`src/rtl/mdu_ctrl_pkg.sv`:
```
// Shared types, iteration constants and op-classification helpers for the multiply/divide unit.
package mdu_ctrl_pkg;

  localparam int XLEN = 64;
  typedef logic [XLEN-1:0] word_t;

  localparam int unsigned MDU_ITER_D = 64;
  localparam int unsigned MDU_ITER_W = 32;

  typedef enum logic [3:0] {
    MDU_NOP   = 4'd0,
    MDU_MUL   = 4'd1,
    MDU_MULW  = 4'd2,
    MDU_DIV   = 4'd3,
    MDU_DIVU  = 4'd4,
    MDU_REM   = 4'd5,
    MDU_REMU  = 4'd6,
    MDU_DIVW  = 4'd7,
    MDU_DIVUW = 4'd8,
    MDU_REMW  = 4'd9,
    MDU_REMUW = 4'd10
  } mdu_op_t;

  typedef enum logic [1:0] {
    IDLE = 2'd0,
    MUL  = 2'd1,
    DIV  = 2'd2,
    DONE = 2'd3
  } mdu_state_t;

  function automatic logic is_w_op(mdu_op_t op);
    case (op)
      MDU_MULW, MDU_DIVW, MDU_DIVUW, MDU_REMW, MDU_REMUW: return 1'b1;
      default: return 1'b0;
    endcase
  endfunction

  function automatic logic is_signed_op(mdu_op_t op);
    case (op)
      MDU_DIV, MDU_REM, MDU_DIVW, MDU_REMW: return 1'b1;
      default: return 1'b0;
    endcase
  endfunction

  function automatic logic is_rem_op(mdu_op_t op);
    case (op)
      MDU_REM, MDU_REMU, MDU_REMW, MDU_REMUW: return 1'b1;
      default: return 1'b0;
    endcase
  endfunction

  function automatic logic is_mul_op(mdu_op_t op);
    case (op)
      MDU_MUL, MDU_MULW: return 1'b1;
      default: return 1'b0;
    endcase
  endfunction

  function automatic word_t sext32(logic [31:0] v);
    return {{32{v[31]}}, v};
  endfunction

  // W ops always deliver a value sign-extended from bit 31, signed or not.
  function automatic word_t fit_w(word_t v, logic w);
    return w ? sext32(v[31:0]) : v;
  endfunction

endpackage

```
`src/rtl/mdu_ctrl_if.sv`:
```
// Execute-stage <-> multiply/divide unit request/response bundle.
interface mdu_ctrl_if;
  import mdu_ctrl_pkg::*;

  logic    start;
  mdu_op_t op;
  word_t   a;
  word_t   b;
  logic    flush;
  logic    stall;
  logic    done;
  word_t   result;

  modport master (output start, op, a, b, flush, input stall, done, result);
  modport slave  (input start, op, a, b, flush, output stall, done, result);
endinterface

```
`src/rtl/mdu_divcore.sv`:
```
// Restoring-divider datapath on magnitudes: one quotient bit per step, next-step values exposed.
module mdu_divcore
  import mdu_ctrl_pkg::*;
(
  input  logic  clk,
  input  logic  reset,
  input  logic  load_i,
  input  logic  step_i,
  input  word_t dividend_i,
  input  word_t divisor_i,
  output word_t quo_nxt_o,
  output word_t rem_nxt_o
);

  word_t         rem_q, quo_q, dvs_q;
  logic [XLEN:0] shifted_s;
  logic          ge_s;
  word_t         diff_s;

  // Remainder stays below the divisor, so the difference always fits in XLEN bits.
  always_comb begin
    shifted_s = {rem_q, quo_q[XLEN-1]};
    ge_s      = (shifted_s >= {1'b0, dvs_q});
    diff_s    = shifted_s[XLEN-1:0] - dvs_q;
    if (ge_s) begin
      rem_nxt_o = diff_s;
    end else begin
      rem_nxt_o = shifted_s[XLEN-1:0];
    end
    quo_nxt_o = {quo_q[XLEN-2:0], ge_s};
  end

  always_ff @(posedge clk) begin
    if (reset) begin
      rem_q <= '0;
      quo_q <= '0;
      dvs_q <= '0;
    end else if (load_i) begin
      rem_q <= '0;
      quo_q <= dividend_i;
      dvs_q <= divisor_i;
    end else if (step_i) begin
      rem_q <= rem_nxt_o;
      quo_q <= quo_nxt_o;
    end
  end

endmodule

```
`src/rtl/mdu_ctrl.sv`:
```
// Multiply/divide sequencer: FSM, iteration counter, divide special cases, sign fixup, multiplier.
// Build option MDU_FAST_MUL_EN: single-cycle multiply at accept instead of shift-add.
module mdu_ctrl
  import mdu_ctrl_pkg::*;
(
  input  logic      clk,
  input  logic      reset,
  mdu_ctrl_if.slave mdu
);

  mdu_state_t state_q, state_d;
  mdu_op_t    op_q, op_d;
  logic [6:0] cnt_q, cnt_d;
  logic       w_q, w_d, qneg_q, qneg_d, rneg_q, rneg_d;
  logic       done_q, done_d;
  word_t      result_q, result_d;

  logic  accept_s, req_w_s, req_sgn_s, neg_a_s, neg_b_s, div0_s, ovf_s;
  word_t a_ext_s, b_ext_s, min_s, mag_a_s, mag_b_s, div_dvd_s, spec_res_s;
  logic  div_load_s, div_step_s;
  word_t quo_nxt_s, rem_nxt_s, quo_fix_s, rem_fix_s, div_res_s;

`ifdef MDU_FAST_MUL_EN
  word_t prod_s;
  assign prod_s = mdu.a * mdu.b;
`else
  word_t mcand_q, mcand_d, mplier_q, mplier_d, acc_q, acc_d, acc_nxt_s;
  assign acc_nxt_s = acc_q + (mplier_q[0] ? mcand_q : 64'd0);
`endif

  assign mdu.stall  = !reset && (accept_s || (state_q == MUL) || (state_q == DIV));
  assign mdu.done   = done_q;
  assign mdu.result = result_q;

  // Operand conditioning and special-case detection for the request being offered.
  always_comb begin
    accept_s  = (state_q == IDLE) && mdu.start && (mdu.op != MDU_NOP) && !mdu.flush;
    req_w_s   = is_w_op(mdu.op);
    req_sgn_s = is_signed_op(mdu.op);
    if (req_w_s) begin
      a_ext_s = req_sgn_s ? sext32(mdu.a[31:0]) : {32'd0, mdu.a[31:0]};
      b_ext_s = req_sgn_s ? sext32(mdu.b[31:0]) : {32'd0, mdu.b[31:0]};
      min_s   = sext32(32'h8000_0000);
    end else begin
      a_ext_s = mdu.a;
      b_ext_s = mdu.b;
      min_s   = {1'b1, 63'd0};
    end
    neg_a_s   = req_sgn_s && a_ext_s[63];
    neg_b_s   = req_sgn_s && b_ext_s[63];
    mag_a_s   = neg_a_s ? (64'd0 - a_ext_s) : a_ext_s;
    mag_b_s   = neg_b_s ? (64'd0 - b_ext_s) : b_ext_s;
    div_dvd_s = req_w_s ? {mag_a_s[31:0], 32'd0} : mag_a_s;
    div0_s    = (b_ext_s == 64'd0);
    ovf_s     = req_sgn_s && (a_ext_s == min_s) && (b_ext_s == {64{1'b1}});
    if (div0_s) begin
      spec_res_s = is_rem_op(mdu.op) ? fit_w(mdu.a, req_w_s) : {64{1'b1}};
    end else begin
      spec_res_s = is_rem_op(mdu.op) ? 64'd0 : a_ext_s;
    end
  end

  // Sign fixup of the final divide step.
  always_comb begin
    quo_fix_s = qneg_q ? (64'd0 - quo_nxt_s) : quo_nxt_s;
    rem_fix_s = rneg_q ? (64'd0 - rem_nxt_s) : rem_nxt_s;
    div_res_s = fit_w(is_rem_op(op_q) ? rem_fix_s : quo_fix_s, w_q);
  end

  mdu_divcore u_divcore (
    .clk        (clk),
    .reset      (reset),
    .load_i     (div_load_s),
    .step_i     (div_step_s),
    .dividend_i (div_dvd_s),
    .divisor_i  (mag_b_s),
    .quo_nxt_o  (quo_nxt_s),
    .rem_nxt_o  (rem_nxt_s)
  );

  // Next-state logic; flush overrides everything and leaves result untouched.
  always_comb begin
    state_d    = state_q;
    op_d       = op_q;
    cnt_d      = cnt_q;
    w_d        = w_q;
    qneg_d     = qneg_q;
    rneg_d     = rneg_q;
    done_d     = 1'b0;
    result_d   = result_q;
    div_load_s = 1'b0;
    div_step_s = 1'b0;
`ifndef MDU_FAST_MUL_EN
    mcand_d    = mcand_q;
    mplier_d   = mplier_q;
    acc_d      = acc_q;
`endif
    if (mdu.flush) begin
      state_d = IDLE;
      cnt_d   = 7'd0;
    end else begin
      case (state_q)
        IDLE: begin
          if (accept_s) begin
            op_d   = mdu.op;
            w_d    = req_w_s;
            qneg_d = neg_a_s ^ neg_b_s;
            rneg_d = neg_a_s;
            cnt_d  = req_w_s ? 7'(MDU_ITER_W) : 7'(MDU_ITER_D);
            if (is_mul_op(mdu.op)) begin
`ifdef MDU_FAST_MUL_EN
              result_d = fit_w(prod_s, req_w_s);
              done_d   = 1'b1;
              cnt_d    = 7'd0;
              state_d  = DONE;
`else
              mcand_d  = mdu.a;
              mplier_d = mdu.b;
              acc_d    = 64'd0;
              state_d  = MUL;
`endif
            end else if (div0_s || ovf_s) begin
              result_d = spec_res_s;
              done_d   = 1'b1;
              cnt_d    = 7'd0;
              state_d  = DONE;
            end else begin
              div_load_s = 1'b1;
              state_d    = DIV;
            end
          end else begin
            state_d = IDLE;
          end
        end
        MUL: begin
`ifdef MDU_FAST_MUL_EN
          state_d = IDLE;
`else
          acc_d    = acc_nxt_s;
          mcand_d  = mcand_q << 1;
          mplier_d = mplier_q >> 1;
          cnt_d    = cnt_q - 7'd1;
          if (cnt_q == 7'd1) begin
            result_d = fit_w(acc_nxt_s, w_q);
            done_d   = 1'b1;
            state_d  = DONE;
          end else begin
            state_d = MUL;
          end
`endif
        end
        DIV: begin
          div_step_s = 1'b1;
          cnt_d      = cnt_q - 7'd1;
          if (cnt_q == 7'd1) begin
            result_d = div_res_s;
            done_d   = 1'b1;
            state_d  = DONE;
          end else begin
            state_d = DIV;
          end
        end
        DONE:    state_d = IDLE;
        default: state_d = IDLE;
      endcase
    end
  end

  always_ff @(posedge clk) begin
    if (reset) begin
      state_q  <= IDLE;
      op_q     <= MDU_NOP;
      cnt_q    <= 7'd0;
      w_q      <= 1'b0;
      qneg_q   <= 1'b0;
      rneg_q   <= 1'b0;
      done_q   <= 1'b0;
      result_q <= 64'd0;
    end else begin
      state_q  <= state_d;
      op_q     <= op_d;
      cnt_q    <= cnt_d;
      w_q      <= w_d;
      qneg_q   <= qneg_d;
      rneg_q   <= rneg_d;
      done_q   <= done_d;
      result_q <= result_d;
    end
  end

`ifndef MDU_FAST_MUL_EN
  always_ff @(posedge clk) begin
    if (reset) begin
      mcand_q  <= 64'd0;
      mplier_q <= 64'd0;
      acc_q    <= 64'd0;
    end else begin
      mcand_q  <= mcand_d;
      mplier_q <= mplier_d;
      acc_q    <= acc_d;
    end
  end
`endif

endmodule

```
`src/flat_wrapper.sv`:
```
// flat-port wrapper written by rule: the top's interface ports become plain ports
module mdu_ctrl_flat import mdu_ctrl_pkg::*;
  (clk, reset, mdu_start, mdu_op, mdu_a, mdu_b, mdu_flush, mdu_stall, mdu_done, mdu_result);
  mdu_ctrl_if mdu_i ();
  input  logic clk;
  input  logic reset;
  input wire logic [$bits(mdu_i.start)-1:0] mdu_start;
  input wire logic [$bits(mdu_i.op)-1:0] mdu_op;
  input wire logic [$bits(mdu_i.a)-1:0] mdu_a;
  input wire logic [$bits(mdu_i.b)-1:0] mdu_b;
  input wire logic [$bits(mdu_i.flush)-1:0] mdu_flush;
  output wire logic [$bits(mdu_i.stall)-1:0] mdu_stall;
  output wire logic [$bits(mdu_i.done)-1:0] mdu_done;
  output wire logic [$bits(mdu_i.result)-1:0] mdu_result;
  assign mdu_i.start = mdu_start;
  assign mdu_i.op = mdu_op;
  assign mdu_i.a = mdu_a;
  assign mdu_i.b = mdu_b;
  assign mdu_i.flush = mdu_flush;
  assign mdu_stall = mdu_i.stall;
  assign mdu_done = mdu_i.done;
  assign mdu_result = mdu_i.result;
  mdu_ctrl u_core (.clk(clk), .reset(reset), .mdu(mdu_i));
endmodule
```
`config.mk`:
```
export PLATFORM = sky130hd
export DESIGN_NAME = mdu_ctrl_flat
export DESIGN_NICKNAME = d
export VERILOG_FILES = /design/src/rtl/mdu_ctrl_pkg.sv /design/src/rtl/mdu_ctrl_if.sv /design/src/rtl/mdu_divcore.sv /design/src/rtl/mdu_ctrl.sv /design/src/flat_wrapper.sv
export SDC_FILE = /design/constraint.sdc
export NUM_CORES = 2
export LEC_CHECK = 0
export CAP_MARGIN = 40
export CORE_MARGIN = 2
export CORE_UTILIZATION = 45
export CTS_CLUSTER_DIAMETER = 200
export CTS_CLUSTER_SIZE = 28
export DETAILED_ROUTE_END_ITERATION = 10
export SYNTH_ARGS = -nofsm -noshare
export SYNTH_HDL_FRONTEND = slang
export SYNTH_SLANG_ARGS = --single-unit
```
`constraint.sdc`:
```
create_clock -name clk -period 14.65 [get_ports clk]
set_input_delay 3.6625 -clock clk [delete_from_list [all_inputs] [get_ports clk]]
set_output_delay 3.6625 -clock clk [all_outputs]
set_load 0.1 [all_outputs]
```
==> out/results.tsv <==
metric	value	unit
worstHoldStart	u_core.u_divcore.dvs_q[47]	
final-max-slew-violation-count	0	
nFillCells	8186	
run_status	complete, no violations	
clock_latency_on_the_worst_skew_pair	620	ps
critPathLaunch	mdu_flush	
place_hpwl	115000	um
vias_per_cell	6.39	
multi_input_area	0.0262	mm2
p_comb_frac	0.383	
die_area	0.0853	mm2
ctsHoldBuffers	0	
startpoint_type	primary input	
layout_min_cycle_time	9700	ps
worstPathArrival	6040	ps
vdd.ir_drop.worst	0.0771	mV
hold_path.class	flop to flop	
aggregate_global_routing_overflow	0	
place.port_buffers	201	
power.share.switching	0.408	
setup_viol_count_final	0	
slew_of_the_pin_with_the_lowest_slew_margin	913	ps
design.portCount	202	
finalSetupTns	0	ps
synth-seq-cells	465	
coreArea	0.0821	mm2
post_cts_resized	0	
yosysSeqAreaShare	0.249	
leading_cell_type_in_the_layout_fill_and_taps_excluded	nor2_1	
rr_startpoint	u_core.u_divcore.dvs_q[41]	
cellPowerDensity	80.1	mW/mm2
cell_internal_pwr	0.00197	W
rr_worst_depth	22	
timing.final.ws_setup	4950	ps
number_of_antenna_violations_at_the_first_check_in_global_routing	11	
synth.net_count	5386	
synth_ff_type	dfxtp_1	
clock_tree.buffer_depth	3	
synth_edf_count	0	
slew_headroom	0.391	
synthCells	5108	
wl	150000	um
synth_cell_type_count	116	
rows	105	
area_growth	11.3	%
post-route-period-util	0.662	
number_of_clock_sinks_seen_by_cts	465	
worst_clock_skew	28.0	ps
power.switching	0.00136	W
async_flop_share	0	
start_util	0.455	
tritoncts	yes	
htreeDepth	1	
achievable-frequency	103	MHz
synthesis.area	0.0374	mm2
synth.avg_cell_area	7.31	um2
global_route.usage.total	0.337	
finalNetCount	5375	
firstDrtPassIters	6	
cp_data_required_time	10990	ps
finalCoreUtilization	0.506	
hold_viol	0	
worstSetupEndpointType	primary output	
clock_tree.root_cell	clkbuf_16	
rsz0062_at_grt	no	
power.clock.fraction	0.213	
min_delay_path_depth	2	
clkTransAtPathRegs	110	ps
timing.max_cap.violations	0	
avgRoutedWirePerCell	24.4	um
drt_iter0_markers	4284	
die-height	292	um
mostFrequentLayoutCells	nor2_1 (644), nand2_1 (522), dfxtp_1 (463), a21oi_1 (447), a211oi_1 (284)	
pre_cts_slack	4970	ps
vias	39474	
globalplace.congestion	0.998	
fraction_of_layout_cells_with_a_size_suffix_above_1	0.0514	
grt_pass1_wl	225000	um
post-cts-setup-buffers	0	
cts-buffers-inserted	20	
pin_count_of_the_biggest_net_entering_global_routing	99	
p_leak	15.1	nW
ys.warnings.count	0	
number_of_global_route_vias_before_repair	36078	
route.detailed.drc	0	
crit_path_max_fanout	16	
final-seq-area	0.00931	mm2
crit_type	primary input to primary output	
final_antenna_net_count	0	
p_seq_frac	0.403	
floorplan.die.width	292	um
==> synthesized netlist by cell type, drive strengths merged, types with 57 or more instances <==
cell	number	area, um2
a21oi	454	2290
dfxtp	465	9310
inv	129	484
xor2	149	1310
nand2	526	1980
mux2i	199	2000
o21ai	293	1470
o31ai	57	433
clkbuf	321	1200
or3	58	373
xnor2	139	1220
nor3	121	627
nor2	647	2430
a21o	73	548
ha	140	1750
and2	91	569
nand3	101	510
a211oi	291	2220
==> state kept, by name, summed over array words and instances (netlist names) <==
signal	count
u_core.mdu.done	1
u_core.w_q	1
u_core.mcand_q	64
u_core.qneg_q	1
u_core.op_q	4
u_core.u_divcore.quo_q	64
u_core.rneg_q	1
u_core.u_divcore.dvs_q	64
u_core.cnt_q	7
u_core.mdu.result	64
u_core.acc_q	64
u_core.u_divcore.rem_q	64
u_core.mplier_q	64
u_core.state_q	2
==> worst max-delay path, stage by stage <==
cell and delay, ps:
clkdlybuf4s50_1 710, and3b_1 430, o41ai_2 100, buf_4 210, a21oi_1 160, clkdlybuf4s50_1 560, buf_8 210
==> layout make-up <==
cell class / count / area share
clock buffer: 20 / 0.0120
tap: 1070 / 0.0322
sequential: 465 / 0.224
antenna: 6 / 0.000361
inverter: 129 / 0.0116
clock inverter: 2 / 0.000782
multi-input combinational: 4147 / 0.631
timing repair buffer: 334 / 0.0885
==> per-stage QoR <==
step	std cells	hold slack [ps]	total power (W)	cell area (um2)
after floorplan	5108	432	0.00218	37400
after global placement	6069	442	0.00258	39800
after detailed placement	6145	447	0.00261	41000
after CTS	6167	462	0.00330	41600
after global routing	6169	475	0.00346	41600
final	6173	462	0.00333	41600
==> power by group through the flow <==
stage	Combinational, W	Sequential (W)	Clock [W]
after floorplan	0.000803	0.00138	0
after global placement	0.00121	0.00137	0
after detailed placement	0.00124	0.00137	0
after CTS	0.00124	0.00134	0.000722
after global routing	0.00136	0.00135	0.000757
final	0.00128	0.00134	0.000710
==> per-layer routing <==
| layer | vias up | GRT usage | wire (um) |
|---|---|---|---|
| met5 | - | 0 | 45 |
| met2 | 1581 | 0.528 | 66600 |
| met4 | 8 | 0.131 | 6450 |
| met3 | 271 | 0.0428 | 11000 |
| met1 | 18923 | 0.470 | 66300 |
| li1 | 18691 | - | - |
==> cell families after synthesis <==
kind of cell | Yosys count | share of synthesized area
AND/OR/NAND/NOR | 1840 | 0.229
AO/OA/AOI/OAI | 1659 | 0.294
buffers and inverters | 496 | 0.0521
flip-flops | 465 | 0.249
XOR/XNOR | 288 | 0.0675
multiplexers | 208 | 0.0567
adder cells (fa/ha/maj) | 152 | 0.0506
==> path summary, 6_finish.rpt <==
path	to	slack (ps)
worst min register to register	u_core.u_divcore.dvs_q[47]	460
worst max register to register	u_core.mdu.result[56]	6470
worst min-delay path	u_core.u_divcore.dvs_q[47]	460
worst max-delay path	mdu_stall	4950
Note: power is estimated with default switching activity, not from simulation.
